==> src/rtl/drink_pkg.sv <==
// Shared types and constants for the coin front end and the vending machine.
package drink_pkg;

  // Two-bit coin code carried on the coin bus.
  typedef logic [1:0] coin_code_t;

  localparam coin_code_t COIN_NONE   = 2'b00;
  localparam coin_code_t COIN_NICKEL = 2'b01;
  localparam coin_code_t COIN_DIME   = 2'b10;

  // Transmit FSM states: wait for a coin, show it for one cycle, then idle the bus.
  typedef enum logic [1:0] {
    IDLE  = 2'd0,
    DRIVE = 2'd1,
    GAP   = 2'd2
  } tx_state_t;

endpackage

==> src/rtl/coin_debounce.sv <==
// Synchroniser and debouncer for one raw coin-slot sensor. Emits a single
// one-cycle pulse per high period that lasts at least DEBOUNCE_CYCLES
// synchronised samples.
module coin_debounce
  import drink_pkg::*;
#(
  parameter int DEBOUNCE_CYCLES = 4
) (
  input  logic clock,
  input  logic reset,
  input  logic raw,
  output logic event_pulse
);

  localparam int CW = $clog2(DEBOUNCE_CYCLES + 1);
  localparam logic [CW-1:0] TARGET = CW'(DEBOUNCE_CYCLES);

  logic          sync1;
  logic          sync2;
  logic [CW-1:0] count;
  logic          reached;
  logic          at_target;

  assign at_target = (count == TARGET);

  // Two-flop synchroniser for the asynchronous pad, then a saturating run-length
  // counter; the pulse fires on the first cycle the counter sits at its target,
  // and 'reached' suppresses repeats for the rest of the same high period.
  always_ff @(posedge clock) begin
    if (reset) begin
      sync1       <= 1'b0;
      sync2       <= 1'b0;
      count       <= '0;
      reached     <= 1'b0;
      event_pulse <= 1'b0;
    end else begin
      sync1 <= raw;
      sync2 <= sync1;
      if (!sync2) begin
        count <= '0;
      end else if (!at_target) begin
        count <= count + 1'b1;
      end
      reached     <= at_target;
      event_pulse <= at_target && !reached;
    end
  end

endmodule

==> src/rtl/coin_acceptor.sv <==
// Coin front end: debounces the nickel and dime sensors, buffers accepted
// coins in a small FIFO and replays each one as a single-cycle code on 'coin',
// separated by idle cycles, for the vending machine FSM.
module coin_acceptor
  import drink_pkg::*;
#(
  parameter int DEBOUNCE_CYCLES = 4,
  parameter int FIFO_DEPTH      = 4,
  parameter int GAP_CYCLES      = 1
) (
  input  logic       clock,
  input  logic       reset,
  input  logic       nickel_sense,
  input  logic       dime_sense,
  input  logic       hold,
  output logic [1:0] coin,
  output logic       coin_reject,
  output logic       fifo_empty,
  output logic [7:0] accepted_count
);

  localparam int AW = $clog2(FIFO_DEPTH);
  localparam int PW = AW + 1;
  localparam int GW = (GAP_CYCLES > 1) ? $clog2(GAP_CYCLES) : 1;
  localparam logic [GW-1:0] GAP_LAST = GW'(GAP_CYCLES - 1);

  logic          nickel_event;
  logic          dime_event;
  logic          any_event;
  coin_code_t    push_code;
  logic          push;
  logic          pop;
  logic          fifo_full;
  logic [PW-1:0] wr_ptr;
  logic [PW-1:0] rd_ptr;
  coin_code_t    fifo_mem [FIFO_DEPTH];
  coin_code_t    head_code;
  tx_state_t     state;
  logic [GW-1:0] gap_count;

  coin_debounce #(
    .DEBOUNCE_CYCLES(DEBOUNCE_CYCLES)
  ) u_nickel_debounce (
    .clock       (clock),
    .reset       (reset),
    .raw         (nickel_sense),
    .event_pulse (nickel_event)
  );

  coin_debounce #(
    .DEBOUNCE_CYCLES(DEBOUNCE_CYCLES)
  ) u_dime_debounce (
    .clock       (clock),
    .reset       (reset),
    .raw         (dime_sense),
    .event_pulse (dime_event)
  );

  // Pointers carry one extra wrap bit: equal pointers mean empty, pointers that
  // differ only in the wrap bit mean full.
  assign fifo_empty = (wr_ptr == rd_ptr);
  assign fifo_full  = (wr_ptr[AW] != rd_ptr[AW]) &&
                      (wr_ptr[AW-1:0] == rd_ptr[AW-1:0]);
  assign head_code  = fifo_mem[rd_ptr[AW-1:0]];

  // A pop only happens from IDLE when the vending machine is not busy.
  assign pop = (state == IDLE) && !fifo_empty && !hold;

  // The dime wins when both sensors fire together; a same-cycle pop frees a
  // slot, so a full FIFO still accepts the coin in that case.
  assign any_event   = nickel_event || dime_event;
  assign push_code   = dime_event ? COIN_DIME : COIN_NICKEL;
  assign push        = any_event && (!fifo_full || pop);
  assign coin_reject = (nickel_event && dime_event) || (any_event && !push);

  // FIFO pointer bookkeeping; reset discards everything buffered.
  always_ff @(posedge clock) begin
    if (reset) begin
      wr_ptr <= '0;
      rd_ptr <= '0;
    end else begin
      if (push) begin
        wr_ptr <= wr_ptr + 1'b1;
      end
      if (pop) begin
        rd_ptr <= rd_ptr + 1'b1;
      end
    end
  end

  // FIFO storage; contents are meaningless until the write pointer covers them.
  always_ff @(posedge clock) begin
    if (push) begin
      fifo_mem[wr_ptr[AW-1:0]] <= push_code;
    end
  end

  // Transmit FSM: load the head code on the pop edge so it is visible for the
  // whole DRIVE cycle, count it on leaving DRIVE, then hold the bus at zero.
  always_ff @(posedge clock) begin
    if (reset) begin
      state          <= IDLE;
      coin           <= COIN_NONE;
      gap_count      <= '0;
      accepted_count <= 8'd0;
    end else begin
      case (state)
        IDLE: begin
          coin <= COIN_NONE;
          if (pop) begin
            coin  <= head_code;
            state <= DRIVE;
          end
        end
        DRIVE: begin
          coin           <= COIN_NONE;
          accepted_count <= accepted_count + 8'd1;
          gap_count      <= '0;
          state          <= GAP;
        end
        GAP: begin
          coin <= COIN_NONE;
          if (gap_count == GAP_LAST) begin
            state <= IDLE;
          end else begin
            gap_count <= gap_count + 1'b1;
          end
        end
        default: begin
          coin  <= COIN_NONE;
          state <= IDLE;
        end
      endcase
    end
  end

endmodule

==> config.mk <==
export PLATFORM = sky130hd
export DESIGN_NAME = coin_acceptor
export DESIGN_NICKNAME = d
export VERILOG_FILES = /design/src/rtl/drink_pkg.sv /design/src/rtl/coin_debounce.sv /design/src/rtl/coin_acceptor.sv
export SDC_FILE = /design/constraint.sdc
export NUM_CORES = 1
export LEC_CHECK = 0
export ABC_AREA = 1
export CORE_MARGIN = 2
export CORE_UTILIZATION = 45
export CTS_CLUSTER_SIZE = 24
export DETAILED_ROUTE_END_ITERATION = 16
export DONT_BUFFER_PORTS = 1
export GPL_TIMING_DRIVEN = 0
export PLACE_DENSITY = 0.59
export SLEW_MARGIN = 20
export SYNTH_ARGS = -nofsm -noshare
export SYNTH_HDL_FRONTEND = slang
export SYNTH_HIERARCHICAL = 1
export SYNTH_SLANG_ARGS = --single-unit
export TNS_END_PERCENT = 5
==> constraint.sdc <==
create_clock -name clock -period 1.4 [get_ports clock]
set_clock_uncertainty 0.05 [all_clocks]
set_input_delay 0.14 -clock clock [delete_from_list [all_inputs] [get_ports clock]]
set_output_delay 0.14 -clock clock [all_outputs]
set_load 0.01 [all_outputs]
# == After elaboration in Yosys (flattened, before gate mapping) ==
# Memory sizes are Yosys's and may differ from the RTL's. A register that Yosys moved wholly into a read port is not among the register bits.
# Index checks and enable logic that the tools add are counted.
# totals
inputBits,5
ramBits,8
ff_bits,31
memories,1
elab_cells,66
output_inout_bits,12
# classes
bitwise_logic,4
n_mux,8
n_addsub,6
n_eq_ne,9
n_reduce_logical,23
# memory_table
name,depth,word_bits,rd,rd_clocked_by_memory_dff,wr,line_no,text
fifo_mem,4,2,1,1,1,coin_acceptor.sv:36,coin_code_t fifo_mem [FIFO_DEPTH];
# op_table
operator,count
"adder 3 x 1 -> 3 bit, second input constant",4
"adder 8 x 1 -> 8 bit, second input constant",1
logical AND 1 bit,8
"equality test 3 bit, second input constant",2
zero test 1 bit,6
two-way mux 2 bit,3
one-hot mux 2 bit (3 select lines),1
"!= test 2 bit, second input constant",2
NOT 1 bit,4
OR reduction 2 bit,2
equality test 3 bit,1
logical OR 1 bit,3
two-way mux 1 bit,3
OR reduction 3 bit,1
"equality test 2 x 1 -> 1 bit, second input constant",1
equality test 2 bit,1
"equality test 2 bit, second input constant",1
zero test 2 bit,1
one-hot mux 1 bit (2 select lines),1
AND reduction 2 bit,1
nonzero test 2 bit,1
"adder 1 bit, second input constant",1
!= test 1 bit,1

# == Depth between registers and ports, before layout ==
# Gate-level depths: netlist of the first run.
# logic_depth
depth_word,9
depth_mapped,10
depth_no_buf,9

# == Cells and area by module ==
# The synthesis of the first run kept the hierarchy.
# by_module_without_submodules
mod,seq_area_each_um2,n_inst,area_per_inst_um2,cells_per_inst
coin_acceptor,600.6,1,1246.2,157
coin_debounce,140.1,2,281.5,35

# == Worst setup path before layout of the first run ==
# Ideal clock, no wire load.
# synth_path
kind,register -> register
start,register rd_ptr[0]
end,"memory fifo_mem[1][0] in the netlist's numbering, enable pin"
path_slack_ns,0.056
t_arrival_ns,0.986
setup_ns,0.309
required_ns,1.041
period_less_slack_ns,1.344
path_stages_with_launch,9
path_buffers,1
path_cell_list,dfxtp_1 > buf_4 > inv_2 > nand2_1 > nand2_2 > nor2_4 > nand2_2 > nand2_4 > nor2_1
# synth_via
elab_chain_cells,8
elab_cells_between_ends,11
cone_classes,eq/ne (2); mux (2); reduce/logical (7)
# synth_rtl
item,line_no,text
"start, declared",coin_acceptor.sv:35,logic [PW-1:0] rd_ptr;
"start signal, assigned",coin_acceptor.sv:86,rd_ptr <= rd_ptr + 1'b1;
equality test 3 bit,coin_acceptor.sv:61,assign fifo_empty = (wr_ptr == rd_ptr);
zero test 1 bit,coin_acceptor.sv:67,assign pop = (state == IDLE) && !fifo_empty && !hold;
logical AND 1 bit (2 in a row),coin_acceptor.sv:67,
logical OR 1 bit *,coin_acceptor.sv:73,assign push = any_event && (!fifo_full || pop);
logical AND 1 bit *,coin_acceptor.sv:73,
two-way mux 1 bit *,coin_acceptor.sv:93,if (push) begin
two-way mux 1 bit (implied by the code) *,coin_acceptor.sv:94,fifo_mem[wr_ptr[AW-1:0]] <= push_code;
"end, declared",coin_acceptor.sv:36,
# Mark *: on every way between the ends. The rest lies on a longest branch, timed or not.

# == Worst setup path after layout of the first run ==
# layout_path
start,register wr_ptr[0]
end,output port coin_reject
# layout_via
elab_chain_cells,9
elab_cells_between_ends,12
cone_classes,eq/ne (2); reduce/logical (10)
# layout_rtl
item,line_no,text
"start, declared",coin_acceptor.sv:34,logic [PW-1:0] wr_ptr;
"start signal, assigned",coin_acceptor.sv:83,wr_ptr <= wr_ptr + 1'b1;
equality test 3 bit,coin_acceptor.sv:61,
zero test 1 bit,coin_acceptor.sv:67,
logical AND 1 bit (2 in a row),coin_acceptor.sv:67,
logical OR 1 bit *,coin_acceptor.sv:73,
logical AND 1 bit *,coin_acceptor.sv:73,
zero test 1 bit *,coin_acceptor.sv:74,assign coin_reject = (nickel_event && dime_event) || (any_event && !push);
logical AND 1 bit *,coin_acceptor.sv:74,
logical OR 1 bit *,coin_acceptor.sv:74,
"end, declared",coin_acceptor.sv:17,"output logic coin_reject,"
# Marked as above.

==> results of run 1 <==
[layout make-up]
cell class              instances  area, um2
plain buffers                   1       3.75
clock buffers                   8       90.1
fillers                       378       1810
inverters                      39        151
multi-input cells             146        835
flip-flops and latches         40        905
well taps                      50       62.6
repair buffers                 10       85.1
[metrics by stage]
stage	cell area [um2]	cells
final	2130	294
after CTS	2100	294
after global routing	2130	294
after global placement	1870	277
after floorplan	1810	227
after detailed placement	1870	277
[metal layers]
| layer | vias up | GRT usage (%) | routed length, um |
|---|---|---|---|
| met5 | - | 0 | 0 |
| li1 | 738 | - | - |
| met1 | 605 | 19.1 | 1490 |
| met3 | 6 | 6.67 | 137 |
| met4 | 0 | 6.12 | 50 |
| met2 | 17 | 22.4 | 1380 |
[state kept, by name, summed over array words and instances, names as in the netlist]
register,cells
u_nickel_debounce/count,3
rd_ptr,3
u_dime_debounce/event_pulse,1
fifo_mem,8
u_nickel_debounce/event_pulse,1
accepted_count,8
wr_ptr,3
u_nickel_debounce/reached,1
u_dime_debounce/sync2,1
u_nickel_debounce/sync1,1
u_dime_debounce/count,3
u_dime_debounce/sync1,1
coin,2
u_nickel_debounce/sync2,1
state,2
u_dime_debounce/reached,1
[where the power goes]
group	total (mW)	leakage, nW	switching [mW]	internal [mW]
logic	0.152	0.493	0.0927	0.0597
registers	1.20	0.336	0.0192	1.18
clock network	0.779	0.0455	0.377	0.402
[placed cells by master (no fill, tap or decap), types with 3 or more instances in the layout]
cell type	Yosys	layout
ha_1	10	10
a21oi_1	14	13
clkbuf_8	0	6
nor2_4	3	7
inv_2	4	5
dfxtp_1	32	25
edfxtp_1	8	8
nand2_1	44	41
inv_1	35	32
o21ai_0	6	6
nor3_2	2	3
buf_4	1	6
nor2_2	3	5
nand3_1	11	11
clkbuf_1	1	3
dlygate4sd3_1	0	4
dfxtp_4	0	6
nor2_1	37	31
nand2_2	4	6
xor2_1	3	3
[path summary, 6_finish.rpt]
kind	start	end	depth (start not counted)
max	wr_ptr[0]	coin_reject	6
min	reset	accepted_count[2]	2
max reg2reg	state[0]	fifo_mem[3][1]	7
min reg2reg	u_nickel_debounce/sync1	u_nickel_debounce/sync2	2
[cell families (layout without fill, tap and decap cells)]
kind of cell / count (synthesis) / after routing
compound gates: 23 / 23
xor+xnor: 3 / 3
buf+inv: 41 / 58
flops: 40 / 40
fa+ha+maj: 10 / 10
simple gates: 110 / 110
[timing repair]
item / CTS / global route
gates resized for setup: 24 / 12
endpoints found under the setup margin: 10 / 13
pin swaps: 3 / 5
buffers inserted: 5 / 1
hold endpoints to repair: 16 / 0
hold buffers: 4 / 0
==> impl_metrics.tcl, run 1 <==
set metrics [dict create \
    synth_compound_area_share_pct 6.64 \
    fin_hold_ws_ns 0.189 \
    path_class "register to output pin" \
    insertion_delay_ns 0.29 \
    synth_top_area_share_pct 35.4 \
    final_util_pct 54.1 \
    worst_pin_slew_ns 0.490 \
    synth_edf_count 8 \
    yosys-top-cells-area "dfxtp_1 (35%), edfxtp_1 (13%), nand2_1 (9.1%), nor2_1 (7.7%), inv_1 (7.3%)" \
    slew_viol_final 0 \
    wl_per_cell_um 10.4 \
    area_growth_pct 17.8 \
    synthAdderAreaFrac_pct 6.92 \
    hold_viol 0 \
    regToRegSetupSlack_ns 0.01 \
    ant_nets 0 \
    ys_types 24 \
    critPathSlowestCell "dfxtp_4" \
    setup_total_negative_slack_ns -0.0185 \
    setup_slack_ns -0.0185 \
    io_buffers 0 \
    rsz0062_at_grt "yes" \
    htreeDepth 2 \
    grt_overflow_total 0 \
    cts-root-buf "clkbuf_8" \
    drv_cap 0 \
    antenna_found_initial 0 \
    ctsLongestPathBuffers 2 \
    path_clk_slew_ns 0.07 \
    path_cells "inv_4 > nand2_2 > nand2_2 > nor2_4 > nand2_4 > a21oi_4" \
    synth_top_family_by_area "simple AND/OR/NAND/NOR gates" \
    slew-limit-headroom_pct 67.2 \
    synth.most_common_cell "nand2_1" \
    synth_nets 242 \
    max_stage_delay_ns 0.39 \
    synthTopCellsByCount "nand2_1 (44), nor2_1 (37), inv_1 (35)" \
    peakVddDrop_v 0.000527 \
    drive_gt1_share_pct 20.5 \
    num-nets-final 258 \
    synth_top_area_cell "dfxtp_1" \
    drc 0 \
    grt_pass1_vias 1170 \
    die_h_um 67.4 \
    period_minus_slack_ns 1.42 \
    place_congestion 0.732 \
    start_util_pct 45.9 \
    cts_buffers 5 \
    avgViaCountPerCell 4.65 \
    track_usage_pct 15.1 \
    hp-class "input port to register" \
    setup_violations 1 \
    core_um2 3940 \
    p_total_mw 2.13 \
    synth_xor_xnor_area_share_pct 1.45 \
    outcome "finished with violations" \
    start_kind "register" \
    synth_seq_cells 40 \
    synth_area_um2 1810 \
    ys_seq_area_share_pct 48.7 \
    grt_max_degree 12 \
    max_freq_ghz 0.705 \
    clkSinkCount 40 \
    routed_wl_mm 3.06 \
    pre_cts_ws_ns -0.119 \
    die_area_um2 4540 \
    cpMostUsedCell "nand2_2" \
    powerDensity_nw_per_um2 1000 \
    syn_avg_cell_area_um2 7.97 \
    critPathArrivalTime_ns 1.23 \
    violations "negative setup slack" \
    syn_inst 227 \
    num_io_pins 17 \
    crit_family "flip-flops" \
    critical_path_peak_fanout 5 \
    dieWidth_um 67.4 \
    rows 23 \
    end_kind "output pin" \
    grt_pass1_wl_mm 5.00 \
    yosysWarnings 6 \
    dr.pass1.iters 4 \
    antenna_cells 0 \
    async_reset_ff_share_pct 0 \
    synthMuxAreaShare_pct 0 \
    p_leak_nw 0.875 \
    synthFlopType "dfxtp_1" \
    drt_iter0_drc 38 \
    required_ns 1.21 \
    cts_tree "done" \
    hpwl_mm 2.09 \
    path_buf_inv 1 \
    synth-simple-area-share_pct 27.6 \
    vias 1366 \
    fin_crit_sh_pct 101 \
]
(Power assumes the default switching activity.)
==> run 2, diff against run 1 <==
- CORE_MARGIN: 2 -> 8
- CORE_UTILIZATION: 45 -> 48
- PLACE_DENSITY: 0.59 -> 0.62
==> run 2 against run 1 <==
Net effect: the flow still finishes with violations (negative setup slack); critical path depth unchanged; via count decreased by 1.2%; non-clock buffer count rose by 1; total power is 3.0% lower; clock-buffer cell count shrank 1; core utilization up 4.6 points; first-iteration DRC count grew 130%; wire length increased by 0.62%; register-to-register slack hardly changed; sequential share of layout area shrank 0.23 points.
==> impl_metrics.tcl, run 2 (same netlist as run 1, synthesis figures left out) <==
set metrics [dict create \
    routed_wl_mm 3.08 \
    path_cells "inv_4 > nand2_2 > nand2_2 > nor2_4 > nand2_4 > a21oi_4" \
    cts_tree "done" \
    outcome "finished with violations" \
    place_congestion 0.736 \
    num_io_pins 17 \
    met1Wirelength_mm 1.47 \
    drc 0 \
    combPwrFrac_pct 7.7 \
    io_buffers 0 \
    setup_slack_ns -0.0217 \
    slew-limit-headroom_pct 67.6 \
    dieWidth_um 77.4 \
    start_util_pct 49.8 \
    area_growth_pct 17.8 \
    final_common_cell "nand2_1" \
    vias 1350 \
    path_clk_slew_ns 0.07 \
    slew_viol_final 0 \
    grt_max_degree 12 \
    cpMostUsedCell "nand2_2" \
    dr.pass1.iters 4 \
    violations "negative setup slack" \
    fin_crit_sh_pct 102 \
    cts-root-buf "clkbuf_8" \
    max_stage_delay_ns 0.38 \
    die_h_um 77.4 \
    wl_met3_um 162 \
    hold_viol 0 \
    clkSinkCount 40 \
    end_kind "output pin" \
    avgViaCountPerCell 4.61 \
    crit_family "flip-flops" \
    ctsLongestPathBuffers 2 \
    p_leak_nw 0.873 \
    cts_buffers 5 \
    p_total_mw 2.07 \
    rows 22 \
    drive_gt1_share_pct 21.6 \
    grt_overflow_total 0 \
    wl_per_cell_um 10.5 \
    peakVddDrop_v 0.000771 \
    period_minus_slack_ns 1.42 \
    die_area_um2 5990 \
    p_clk_share_pct 34.2 \
    critical_path_peak_fanout 4 \
    final_util_pct 58.7 \
    hpwl_mm 2.10 \
    start_kind "register" \
    grt_pass1_vias 1180 \
    critPathSlowestCell "dfxtp_4" \
    setup_violations 1 \
    final_cell_mix "nand2_1 (39), inv_1 (32), nor2_1 (31), dfxtp_1 (25), a21oi_1 (13)" \
    powerDensity_nw_per_um2 970 \
    ant_nets 0 \
    htreeDepth 2 \
    max_freq_ghz 0.703 \
    antenna_found_initial 0 \
    swShare_pct 22.9 \
    critPathArrivalTime_ns 1.23 \
    worst_pin_slew_ns 0.484 \
    path_buf_inv 1 \
    insertion_delay_ns 0.28 \
    drv_cap 0 \
    met2WireLength_mm 1.39 \
    track_usage_pct 10.7 \
    rsz0062_at_grt "yes" \
    pre_cts_ws_ns -0.110 \
    core_um2 3630 \
    highest_layer "met4" \
    num-nets-final 259 \
    p_int_mw 1.59 \
    drt_iter0_drc 87 \
    grt_pass1_wl_mm 5.24 \
    seq_power_share_pct 58.2 \
    path_class "register to output pin" \
    required_ns 1.21 \
    p_sw_mw 0.473 \
    antenna_cells 0 \
    hp-class "input port to register" \
]
## run 2: cell count changes in the layout (fill, tap and decap cells not counted), moves of 2 or more
cell     before  now
dfxtp_2       1    3
buf_4         6    8
dfxtp_4       6    4
nand2_1      41   39
nand2_2       6    8
## run 2: worst register-to-register path: cells and delay by family, from the launching register on
kind,cells,cell delay [ns]
flip-flops,1,0.30
AND/OR/NAND/NOR,6,0.66
buffers and inverters,1,0.07
## run 2: metal layers
metal	GRT usage, %	vias to the layer above
met5	0	-
met4	5.66	0
met3	4.61	6
met2	16.3	19
met1	12.4	586
li1	-	739
## run 2: path summary, 6_finish.rpt
| path | start | end | slack (ns) | cells after the start |
|---|---|---|---|---|
| worst max-delay path | rd_ptr[0] | coin_reject | -0.02 | 6 |
| worst min-delay path | hold | state[0] | 0.02 | 3 |
| worst max register to register | state[0] | fifo_mem[0][0] | 0.02 | 7 |
| worst min register to register | u_dime_debounce/reached | u_dime_debounce/event_pulse | 0.35 | 1 |
## run 2: repair_timing
action                     4_1_cts  5_1_grt
hold endpoints to repair        14        0
setup buffers                    5        3
setup endpoints to repair       10       13
hold buffers                     3        0
gates cloned                     0        0
pin swaps                        4        4
resized for setup               25       13
## run 2: final cells by class
type	count	area, um2
fillers	343	1500
inverters	39	154
clock buffers	7	76.3
multi-input cells	146	845
well taps	48	60.1
flip-flops and latches	40	900
repair buffers	11	90.1
plain buffers	1	3.75
clock inverters	1	3.75
## run 2: power groups by stage
| stage | Combinational [mW] | Sequential (mW) | Clock [mW] |
|---|---|---|---|
| after global routing | 0.181 | 1.21 | 0.774 |
| after CTS | 0.168 | 1.20 | 0.733 |
| after detailed placement | 0.126 | 1.23 | 0 |
| after global placement | 0.125 | 1.23 | 0 |
| after floorplan | 0.106 | 1.23 | 0 |
| final | 0.158 | 1.20 | 0.706 |
## run 2: metrics by stage
stage	hold slack, ns	cell area, um2	setup TNS, ns	cells
6_report	0.0190	2130	-0.0217	293
5_1_grt	0.0331	2130	-0.572	293
4_1_cts	0.0162	2080	-0.104	291
3_5_place_dp	0.164	1870	-0.714	275
3_3_place_gp	0.163	1870	-0.557	275
2_1_floorplan	0.161	1810	0	227
